$ cat src/rtl/pc_seq_pkg.sv
// Shared encodings for the PC/nPC sequencer: Sel modes, FSM states and a small alignment helper.
package pc_seq_pkg;

    localparam logic [1:0] SEL_SEQ   = 2'b00;
    localparam logic [1:0] SEL_XFER  = 2'b01;
    localparam logic [1:0] SEL_TRAP  = 2'b10;
    localparam logic [1:0] SEL_ANNUL = 2'b11;

    typedef enum logic {
        S_RUN  = 1'b0,
        S_TRAP = 1'b1
    } seq_state_e;

    // A transfer target must be word aligned; only the two low address bits matter.
    function automatic logic is_misaligned(input logic [1:0] low_bits);
        return low_bits != 2'b00;
    endfunction

endpackage

$ cat src/rtl/pc_incrementer.sv
// Modulo-2^WIDTH adder that steps an address by one instruction (INC bytes).
module pc_incrementer #(
    parameter int WIDTH = 32,
    parameter int INC   = 4
) (
    input  logic [WIDTH-1:0] addr_i,
    output logic [WIDTH-1:0] sum_o
);

    // Carry out of the top bit is dropped: wrap-around is legal.
    assign sum_o = addr_i + WIDTH'(INC);

endmodule

$ cat src/rtl/pc_npc_sequencer.sv
// Registered SPARC PC/nPC sequencer with delayed transfers, annulled slots and a one-cycle trap state.
// Optional build macro ALIGN_CHECK_EN: rejects word-misaligned transfer targets and flags Misalign.
module pc_npc_sequencer
    import pc_seq_pkg::*;
#(
    parameter int               WIDTH     = 32,
    parameter logic [WIDTH-1:0] RESET_VEC = '0,
    parameter int               INC       = 4
) (
    input  logic             Clk,
    input  logic             Reset,
    input  logic             Stall,
    input  logic [1:0]       Sel,
    input  logic [WIDTH-1:0] Target,
    input  logic [WIDTH-1:0] TBR,
    output logic [WIDTH-1:0] PC,
    output logic [WIDTH-1:0] nPC,
    output logic [WIDTH-1:0] Saved_PC,
    output logic [WIDTH-1:0] Saved_nPC,
    output logic             Trap_Ack,
    output logic             Squash,
    output logic             Misalign
);

    localparam logic [WIDTH-1:0] RESET_NPC = RESET_VEC + WIDTH'(INC);

    seq_state_e       state_q, state_d;
    logic [WIDTH-1:0] pc_q, pc_d;
    logic [WIDTH-1:0] npc_q, npc_d;
    logic [WIDTH-1:0] saved_pc_q, saved_pc_d;
    logic [WIDTH-1:0] saved_npc_q, saved_npc_d;
    logic             squash_q, squash_d;

    logic [WIDTH-1:0] npc_inc;
    logic [WIDTH-1:0] tbr_inc;
    logic             target_bad;

    pc_incrementer #(
        .WIDTH (WIDTH),
        .INC   (INC)
    ) u_npc_inc (
        .addr_i (npc_q),
        .sum_o  (npc_inc)
    );

    pc_incrementer #(
        .WIDTH (WIDTH),
        .INC   (INC)
    ) u_tbr_inc (
        .addr_i (TBR),
        .sum_o  (tbr_inc)
    );

`ifdef ALIGN_CHECK_EN
    assign target_bad = is_misaligned(Target[1:0]);
`else
    assign target_bad = 1'b0;
`endif

    always_comb begin
        state_d     = state_q;
        pc_d        = pc_q;
        npc_d       = npc_q;
        saved_pc_d  = saved_pc_q;
        saved_npc_d = saved_npc_q;
        squash_d    = 1'b0;

        case (state_q)
            S_TRAP: begin
                // Trap vector is already in PC; step into the handler and ignore Sel/Stall.
                pc_d    = npc_q;
                npc_d   = npc_inc;
                state_d = S_RUN;
            end
            S_RUN: begin
                if (Sel == SEL_TRAP) begin
                    saved_pc_d  = pc_q;
                    saved_npc_d = npc_q;
                    pc_d        = TBR;
                    npc_d       = tbr_inc;
                    state_d     = S_TRAP;
                end else if (!Stall) begin
                    pc_d     = npc_q;
                    npc_d    = (Sel == SEL_XFER && !target_bad) ? Target : npc_inc;
                    squash_d = (Sel == SEL_ANNUL);
                end
            end
            default: state_d = S_RUN;
        endcase
    end

    always_ff @(posedge Clk) begin
        if (Reset) begin
            state_q     <= S_RUN;
            pc_q        <= RESET_VEC;
            npc_q       <= RESET_NPC;
            saved_pc_q  <= '0;
            saved_npc_q <= '0;
            squash_q    <= 1'b0;
        end else begin
            state_q     <= state_d;
            pc_q        <= pc_d;
            npc_q       <= npc_d;
            saved_pc_q  <= saved_pc_d;
            saved_npc_q <= saved_npc_d;
            squash_q    <= squash_d;
        end
    end

`ifdef ALIGN_CHECK_EN
    logic misalign_q, misalign_d;

    assign misalign_d = (state_q == S_RUN) && (Sel == SEL_XFER) && !Stall && target_bad;

    always_ff @(posedge Clk) begin
        if (Reset) begin
            misalign_q <= 1'b0;
        end else begin
            misalign_q <= misalign_d;
        end
    end

    assign Misalign = misalign_q;
`else
    assign Misalign = 1'b0;
`endif

    assign PC        = pc_q;
    assign nPC       = npc_q;
    assign Saved_PC  = saved_pc_q;
    assign Saved_nPC = saved_npc_q;
    assign Trap_Ack  = (state_q == S_TRAP);
    assign Squash    = squash_q;

endmodule

$ cat config.mk
export PLATFORM = sky130hd
export DESIGN_NAME = pc_npc_sequencer
export DESIGN_NICKNAME = d
export VERILOG_FILES = /design/src/rtl/pc_seq_pkg.sv /design/src/rtl/pc_incrementer.sv /design/src/rtl/pc_npc_sequencer.sv
export SDC_FILE = /design/constraint.sdc
export NUM_CORES = 1
export LEC_CHECK = 0
export CAP_MARGIN = 20
export CORE_ASPECT_RATIO = 1.2
export CORE_UTILIZATION = 45
export CTS_CLUSTER_DIAMETER = 120
export DETAILED_ROUTE_END_ITERATION = 7
export PLACE_DENSITY = 0.78
export SLEW_MARGIN = 25
export SYNTH_ARGS = -nofsm -noshare
export SYNTH_HDL_FRONTEND = slang
export SYNTH_HIERARCHICAL = 1
export SYNTH_SLANG_ARGS = --single-unit
$ cat constraint.sdc
create_clock -name Clk -period 2 [get_ports Clk]
set_input_delay 0.2 -clock Clk [delete_from_list [all_inputs] [get_ports Clk]]
set_output_delay 0.2 -clock Clk [all_outputs]
set_load 0.02 [all_outputs]
After elaboration in Yosys (flattened, before gate mapping) --
Cells that the tools add are included.
Operators by class: $add $sub $neg 2, equal/unequal tests 4, multiplexer cells 9, bitwise operators 1, reduce and logical (&&, ||, !) cells 2
Operator list (count):
- 32-bit 2-to-1 mux | 5
- 32-bit one-hot mux with 2 select lines | 2
- 32-bit by 3-bit adder with 32-bit output (second input constant) | 2
- 2-bit == test (second input constant) | 2
- 4-bit OR reduction | 1
- 3-bit inequality test (second input constant) | 1
- 2-bit by 1-bit == test with 1-bit output (second input constant) | 1
- 1-bit one-hot mux with 2 select lines | 1
- 2-bit AND reduction | 1
- 1-bit 2-to-1 mux | 1
- 1-bit inverter | 1
Word-level totals: bits in registers 130, bits of input ports 69, output and inout port bits 131, logic and storage cells 24

Longest topological paths before layout --
Gate-level depths: netlist (run 1).
depth in word-level cells 5, mapped depth 8, gate-level depth less buffers 8

Modules after synthesis --
The synthesis (run 1) kept the hierarchy.
Modules (own cells, without submodules):
- pc_npc_sequencer | instances 1, cells each 772, area an instance 6354.8 µm², seq. area each 2602.5 µm²
- pc_incrementer | instances 2, cells each 83, area an instance 580.6 µm², seq. area each 0.0 µm²

Worst setup path after synthesis (run 1) --
No wires, ideal clock.
kind flip-flop to flip-flop, start point register npc_q[2], in the netlist nPC[2], end point register npc_q[24], in the netlist nPC[24], setup time 0.095 ns, arrival time 2.242 ns, data required time 1.905 ns, setup slack -0.337 ns, stages on the path, launching flop included 9, buffers on the path 0, period minus slack after synthesis 2.337 ns, path through dfxtp_1 -> ha_1 -> nand3_1 -> nor4_4 -> nand4_1 -> xnor2_1 -> mux2i_1 -> a211o_1 -> a221oi_1
Between the ends: cells in the longest elaborated chain, start to end 5
Ends and longest elaborated chain:
- start: declaration | RTL line pc_npc_sequencer.sv:29 | logic [WIDTH-1:0] npc_q, npc_d;
- start signal: assignment | RTL line pc_npc_sequencer.sv:103 | npc_q <= npc_d;
- 32-bit by 3-bit adder with 32-bit output * | RTL line pc_incrementer.sv:11 | assign sum_o = addr_i + WIDTH'(INC);
- via npc_inc[24] | RTL line pc_npc_sequencer.sv:34 | logic [WIDTH-1:0] npc_inc;
- 32-bit 2-to-1 mux | RTL line pc_npc_sequencer.sv:84 | npc_d = (Sel == SEL_XFER && !target_bad) ? Target : npc_inc;
- 32-bit 2-to-1 mux | RTL line pc_npc_sequencer.sv:82 | end else if (!Stall) begin
- 32-bit 2-to-1 mux | RTL line pc_npc_sequencer.sv:76 | if (Sel == SEL_TRAP) begin
- 32-bit one-hot mux with 2 select lines * | RTL line pc_npc_sequencer.sv:68 | case (state_q)
The timed path passes the listed nets; every way through them passes the cells marked *. The select of a mux whose other input is x is not followed. A chain may end at the register's enable or synchronous reset.

Worst setup path in the final report (run 1) --
start point register npc_q[2], in the netlist nPC[2], end point register npc_q[23], in the netlist nPC[23]
The elaborated chain is that of the path after synthesis.

==> results by group, run 1 <==
Pwr
  – Switch share: 0.306
  – Comb pwr share: 0.251
  – Clock power share: 0.396
  – Int Power: 5690 uW
  – Psw: 2510 uW
  – Leakage: between 0.004 and 0.005 uW
  – Reg power frac: 0.353
  – Maximum vdd drop: 0.576 mV
  – Power Dens Cells: 701 nW/um2

CTS
  – Root Buffer: clkbuf_16
  – Clock tree sinks: 130
  – Clock buffer depth: 2
  – Clock tree from TritonCTS: yes
  – CTS Buf Count: 17
  – H-tree levels: 4
  – Worst-Skew Late Latency: approximately 0.43 ns
  – Hold_buf cts: 0
  – Clock Pin Slew Worst Setup and Hold Paths: ~0.06 ns

Synthesis
  – Syn Std Cell Area: 7520 um2
  – Yosys warning count: 6
  – Syn avg cell area: about 8 um2
  – Synthesized instance count: 938
  – Mapped Nets: 1009
  – Yosys reg bits: 130
  – Register area share after synthesis: 0.346
  – Yosys cell types: just over 40

Finish
  – Design Area, Final: ~12000 um2
  – Commonest non-fill, non-tap cells in the layout: nand2_1, clkdlybuf4s50_1, buf_4
  – Final #Nets: 1272
  – Layout overhead on the synthesized area: 55.6%
  – Share of layout cells above drive strength 1: 0.225
  – Antenna Cells: 0
  – Commonest non-fill, non-tap cell in the layout: nand2_1
  – Non-filler cells, final: 1426

Critical path
  – CP Max Fanout: 7
  – Setup crit end: nPC[23]
  – Worst path arrival time: 2.51 ns
  – Reg2reg end: nPC[23]
  – R2R Setup Slk: -0.16 ns
  – Worst setup EP type: flip-flop
  – Critical path origin: nPC[2]
  – Worst R2R Path Depth: 9
  – Setup CP Type: reg2reg
  – Required time of the worst setup path: roughly 2.4 ns
  – Reg-to-Reg Start: nPC[2]
  – Worst Setup Start Kind: flip-flop

Floorplan
  – Die width: 120 um
  – Initial core utilization: 0.462
  – Rows: 51
  – DIE HEIGHT: 144 um
  – I/O pins: 200
  – Die area: roughly 17000 um2
  – Total core area: approximately 16000 um2

Global routing
  – Initial antenna violation count: 1
  – Number of global-route vias before repair: about 8300
  – First-pass GRT wire length: approximately 42000 um
  – Grt ovf: 0
  – Largest net degree at the start of global routing: 72
  – GRT Total Usage: 0.313

Timing
  – Fin Hold WS: 0.232 ns
  – Minimum clock period: 2.16 ns
  – Number of setup violations in the final report: 23
  – RSZ-0062 raised after global routing: true
  – Maximum clock frequency: 463 MHz
  – Hold Vio Cnt, Final: 0
  – Clock Skew: 0.00844 ns
  – Setup ws final: -0.158 ns
  – Final Slew Violations: 0
  – Final worst-path cycle share: 1.08

Hold path
  – Hold Path Class: in2reg

Placed design
  – Dpl cell area: 10500 um2
  – Placed Cells: between 1000 and 1500
  – Post-DP HPWL: 18500 um
  – PortBufs: 198
  – Gp weighted congestion: 0.926

Run
  – Max Cap Violations: 0

Drt
  – Vias post-DR: 8516
  – Drt pass-1 iters: 5
  – Vias per inst: about 6.0
  – DRC viols: 0
  – DR iter-0 viols: 794
  – Detail Route Antenna Nets: 0
  – Final wirelength: 27900 um
  – Routed len/inst: 19.5 um

Outcome
  – Failing checks: negative setup slack
  – Run status: finished, violations left
## worst min path at each step
stage,from,to,slack [ns],depth (start not counted)
after global placement,Saved_nPC[7],Saved_nPC[7],0.44,2
after CTS,Reset,Saved_nPC[15],0.23,2
after floorplan,TBR[12],PC[12],0.36,2
after global routing,Reset,Saved_nPC[14],0.24,2
final,Reset,Saved_nPC[16],0.23,2
after detailed placement,Saved_PC[24],Saved_PC[24],0.45,2
## synthesized netlist by cell type
cell type / number / area [um2]
buf_1: 2 / 7.51
xor2_1: 14 / 123
and3b_1: 31 / 272
nand2_1: 213 / 800
nor3b_1: 2 / 15.0
nand2b_1: 4 / 25.0
nor4_4: 4 / 85.1
and3_1: 4 / 25.0
a211o_1: 31 / 272
mux2i_1: 31 / 310
a221oi_1: 31 / 272
ha_1: 2 / 25.0
nand3_1: 20 / 100
or3b_1: 1 / 8.76
a21boi_0: 31 / 233
and4_2: 2 / 20.0
buf_4: 5 / 37.5
nor2b_1: 2 / 12.5
buf_2: 13 / 65.1
nand4_1: 18 / 113
nor2_1: 15 / 56.3
nor3b_2: 1 / 12.5
and2_1: 2 / 12.5
or2_2: 4 / 25.0
nor4_1: 1 / 6.26
and4_1: 2 / 17.5
nor3_1: 39 / 195
o21bai_1: 1 / 7.51
dfxtp_1: 130 / 2600
clkbuf_1: 66 / 248
conb_1: 1 / 3.75
a21oi_1: 64 / 320
nand4_2: 2 / 25.0
a311oi_1: 63 / 552
xnor2_1: 42 / 368
nand3_2: 2 / 20.0
o32ai_1: 1 / 8.76
a311o_1: 1 / 10.0
buf_6: 1 / 11.3
inv_1: 36 / 135
buf_12: 3 / 60.1
## power groups by stage
stage          registers (uW)  clock network (uW)  logic, uW
6_report                 2900                3240       2060
5_1_grt                  2910                3380       2170
4_1_cts                  2900                3280       1980
3_5_place_dp             2950                   0       1880
3_3_place_gp             2940                   0       1850
2_1_floorplan            3160                   0        726
## registers in the layout, summed over array words and instances (netlist names)
| signal | count |
|---|---|
| Squash | 1 |
| Saved_PC | 32 |
| PC | 32 |
| Saved_nPC | 32 |
| nPC | 32 |
| Trap_Ack | 1 |
## repair_timing
item / in CTS / in global routing
hold endpoints to repair: 0 / 0
setup buffers: 10 / 10
pin swaps: 52 / 35
setup endpoints to repair: 21 / 25
gates resized for setup: 66 / 32
## per-layer routing
metal | global-route usage | vias up | wire [um]
li1 | - | 3899 | -
met5 | 0 | - | 12
met1 | 0.343 | 4100 | 10300
met2 | 0.546 | 405 | 14100
met4 | 0.215 | 2 | 1520
met3 | 0.0623 | 110 | 1870
## cell families (layout without fill, tap and decap cells)
family          Yosys count  count (layout)  synth area share
flops                   130             130             0.346
other cells               1               1          0.000499
compound gates          223             223             0.223
xor+xnor                 56              56            0.0653
mux                      31              31            0.0413
buf+inv                 126             402            0.0751
fa+ha+maj                 2               2           0.00333
simple gates            369             369             0.246
## stage by stage
stage	setup slack, ns	utilization	setup TNS, ns	power [uW]
after floorplan	-0.164	-	-1.12	3890
after global placement	-0.344	0.643	-7.15	4800
final	-0.158	0.719	-1.84	8200
after global routing	-0.220	0.719	-3.60	8470
after CTS	-0.0802	0.705	-0.707	8150
after detailed placement	-0.445	0.643	-10.63	4830
## area by class of cell
type                       count  area, um2
tap                          212        265
clock inverter                12        144
multi-input combinational    682       4880
fill                        1230       4580
clock buffer                  20        468
inverter                      36        135
timing repair buffer         334       3160
sequential                   130       2650
## critical path: stages (launching register included)
cell,delay (ns)
dfxtp_4,0.38
nand4_1,0.25
nor4_4,0.23
buf_6,0.18
buf_4,0.12
nand3_2,0.10
xnor2_2,0.20
a21boi_0,0.12
a211o_1,0.30
a221oi_2,0.20
No activity file was read; power rests on OpenSTA's default activity.
==> run 2, diff against run 1 <==
- ABC_AREA: unset -> 1
- PLACE_DENSITY: 0.78 -> 0.77
==> run 2 against run 1 <==
Compared with the run above:
- the run now ends clean
- via count increased by 2.8%
- design area decreased by 6.6%
- sequential cell count stayed put
- largest cell class unchanged
==> results by group, run 2 <==
Run
  – Max Cap Violations: 0

Pwr
  – Total power: 7850 uW
  – Power Dens Cells: approximately 720 nW/um2
  – Psw: 2530 uW
  – Int Power: 5320 uW
  – Switch share: 0.322
  – Maximum vdd drop: 0.521 mV
  – Comb pwr share: 0.242
  – Leakage: between 0.004 and 0.005 uW
  – Reg power frac: 0.374
  – Clock power share: 0.384

Floorplan
  – Die width: between 100 and 150 um
  – Rows: 52
  – DIE HEIGHT: 146 um
  – I/O pins: 200
  – Die area: 17800 um2
  – Total core area: 16900 um2
  – Initial core utilization: 0.460

Synthesis
  – Share of the synthesized area in the top cell type: 0.334
  – Yosys cell types: 25
  – Mapped Nets: 1344
  – Number of synthesized flops with an enable pin: 0
  – Dominant register cell in the synthesized netlist: dfxtp_1
  – Top cells by area, synth: dfxtp_1, nand2_1, nor2_1
  – Syn avg cell area: 6.11 um2
  – Synthesized instance count: 1273
  – Syn Std Cell Area: about 7800 um2
  – Top-count cell post-synth: nand2_1
  – Register area share after synthesis: 0.334
  – Post-synth top cells: nand2_1, nor2_1, dfxtp_1
  – Post-synthesis async set-or-reset flop share: 0
  – Yosys reg bits: 130
  – Area leader, netlist: dfxtp_1
  – Yosys warning count: 6

Drt
  – Vias post-DR: 8751
  – Final wirelength: 26300 um
  – Routed len/inst: 15.3 um
  – Vias per inst: 5.10
  – Detail Route Antenna Nets: 0
  – Met3 wire len: 1720 um
  – Top sig layer: met4
  – DR iter-0 viols: roughly 540
  – Drt pass-1 iters: 5
  – Met1 WL: 11500 um
  – Wire length on met2: between 10000 and 15000 um
  – DRC viols: 0

Critical path
  – Max incr delay on CP: 0.61 ns
  – Required time of the worst setup path: 1.80 ns
  – CP Max Fanout: 6
  – R2R Setup Slk: 0.15 ns
  – Buf+Inv Stages, Crit Path: 2
  – Worst Setup Start Kind: flip-flop
  – Worst setup EP type: output pin
  – Critical Path, Cell by Cell: buf_4, clkdlybuf4s50_1
  – Crit-path leading delay family: buffers and inverters
  – Worst path arrival time: 1.65 ns
  – Setup CP Type: reg2out
  – Slowest-stage cell, CP: clkdlybuf4s50_1

Timing
  – Hold Vio Cnt, Final: 0
  – RSZ-0062 raised after global routing: false
  – Final worst-path cycle share: 0.926
  – Clock Skew: 0.00665 ns
  – Minimum clock period: 1.85 ns
  – Maximum clock frequency: 540 MHz
  – Slew at the pin closest to its max-slew limit: 0.715 ns
  – Number of setup violations in the final report: 0
  – Slew margin rel.: 0.523
  – Final Slew Violations: 0
  – Setup TNS: 0 ns

CTS
  – Clock tree sinks: between 100 and 150
  – CTS Buf Count: 17
  – Clock buffer depth: 2
  – Worst-Skew Late Latency: 0.42 ns
  – Clock Pin Slew Worst Setup and Hold Paths: 0.06 ns
  – Hold_buf cts: 0
  – Clock tree from TritonCTS: yes
  – Root Buffer: clkbuf_16
  – H-tree levels: 4

Global routing
  – GRT Total Usage: 0.300
  – Number of global-route vias before repair: 8084
  – Largest net degree at the start of global routing: 65
  – Initial antenna violation count: 0
  – Grt ovf: 0
  – First-pass GRT wire length: 41900 um

Placed design
  – Post-DP HPWL: 19100 um
  – Dpl cell area: 10300 um2
  – Placed Cells: 1686
  – Gp weighted congestion: 0.984
  – PortBufs: 198

Finish
  – Antenna Cells: 0
  – Design Area, Final: between 10000 and 15000 um2
  – Final #Nets: 1560
  – Share of layout cells above drive strength 1: 0.0973
  – Commonest non-fill, non-tap cell in the layout: nand2_1
  – Layout overhead on the synthesized area: 40.3%
  – Non-filler cells, final: 1717
  – Commonest non-fill, non-tap cells in the layout: nand2_1, clkdlybuf4s50_1, nor2_1

Hold path
  – Hold Path Class: in2reg

Outcome
  – Run status: complete, no violations
run 2: cell count changes after synthesis, sizes merged, moves of 32 or more:
cell    previous run  this run
nand2            213       426
nand3             22        80
nor2              15       212
inv               36       105
o21ai              0        99
a21oi             64        96
a311oi            63         0
xnor2             42        10
nor3              39         1
run 2: final timing paths:
kind	startpoint	to	cells after the start
setup / recovery	nPC[21]	nPC[21]	2
hold reg to reg	Saved_nPC[29]	Saved_nPC[29]	2
hold / removal	Reset	PC[27]	5
setup reg to reg	Trap_Ack	nPC[4]	5
run 2: power groups by stage:
| stage | logic, uW | clock network, uW | registers [uW] |
|---|---|---|---|
| floorplan | 764 | 0 | 3190 |
| global placement | 1850 | 0 | 2980 |
| detailed placement | 1880 | 0 | 2980 |
| CTS | 1890 | 3050 | 2930 |
| global route | 2060 | 3160 | 2950 |
| finish | 1900 | 3020 | 2930 |
run 2: layout make-up:
class | count | area, um2
Sequential cell | 130 | 2600
Inverter | 105 | 394
Fill cell | 1579 | 6000
Timing Repair Buffer | 269 | 2620
Tap cell | 216 | 270
Multi-Input combinational cell | 966 | 4470
Clock buffer | 18 | 429
Clock inverter | 13 | 129
run 2: worst register-to-register path, delay by kind of cell (launching register included):
| kind | cells | cell delay [ns] |
|---|---|---|
| and+or+nand+nor | 2 | 0.39 |
| buffers and inverters | 2 | 0.79 |
| AOI/OAI and AO/OA | 1 | 0.23 |
| DFF | 1 | 0.34 |
run 2: kinds of logic (layout without fill, tap and decap cells):
logic type / after synthesis / after routing / synth area share
AND/OR/NAND/NOR: 738 / 738 / 0.406
AO/OA/AOI/OAI: 195 / 195 / 0.125
buffers and inverters: 177 / 405 / 0.0945
adder cells (fa/ha/maj): 2 / 2 / 0.00322
flip-flops: 130 / 130 / 0.334
other: 1 / 1 / 0.000482
XOR/XNOR: 30 / 30 / 0.0357
run 2: through the flow:
stage	hold WS, ns	worst slack [ns]	util
6_report	0.312	0.147	0.645
5_1_grt	0.330	0.00445	0.645
4_1_cts	0.294	0.00923	0.645
3_5_place_dp	0.455	-0.0755	0.611
3_3_place_gp	0.451	-0.0638	0.611
2_1_floorplan	0.277	0.216	-
run 2: metal layers:
metal  up-vias  global-route usage
met5         -                   0
met4         0               0.139
met3        54              0.0430
met2       362               0.481
met1      3924               0.393
li1       4411                   -
run 2: repair_timing:
action                                  in CTS  in global routing
gates resized for setup                      2                  4
pin swaps                                    0                  0
endpoints found under the setup margin       1                  6
buffers inserted                             0                  0
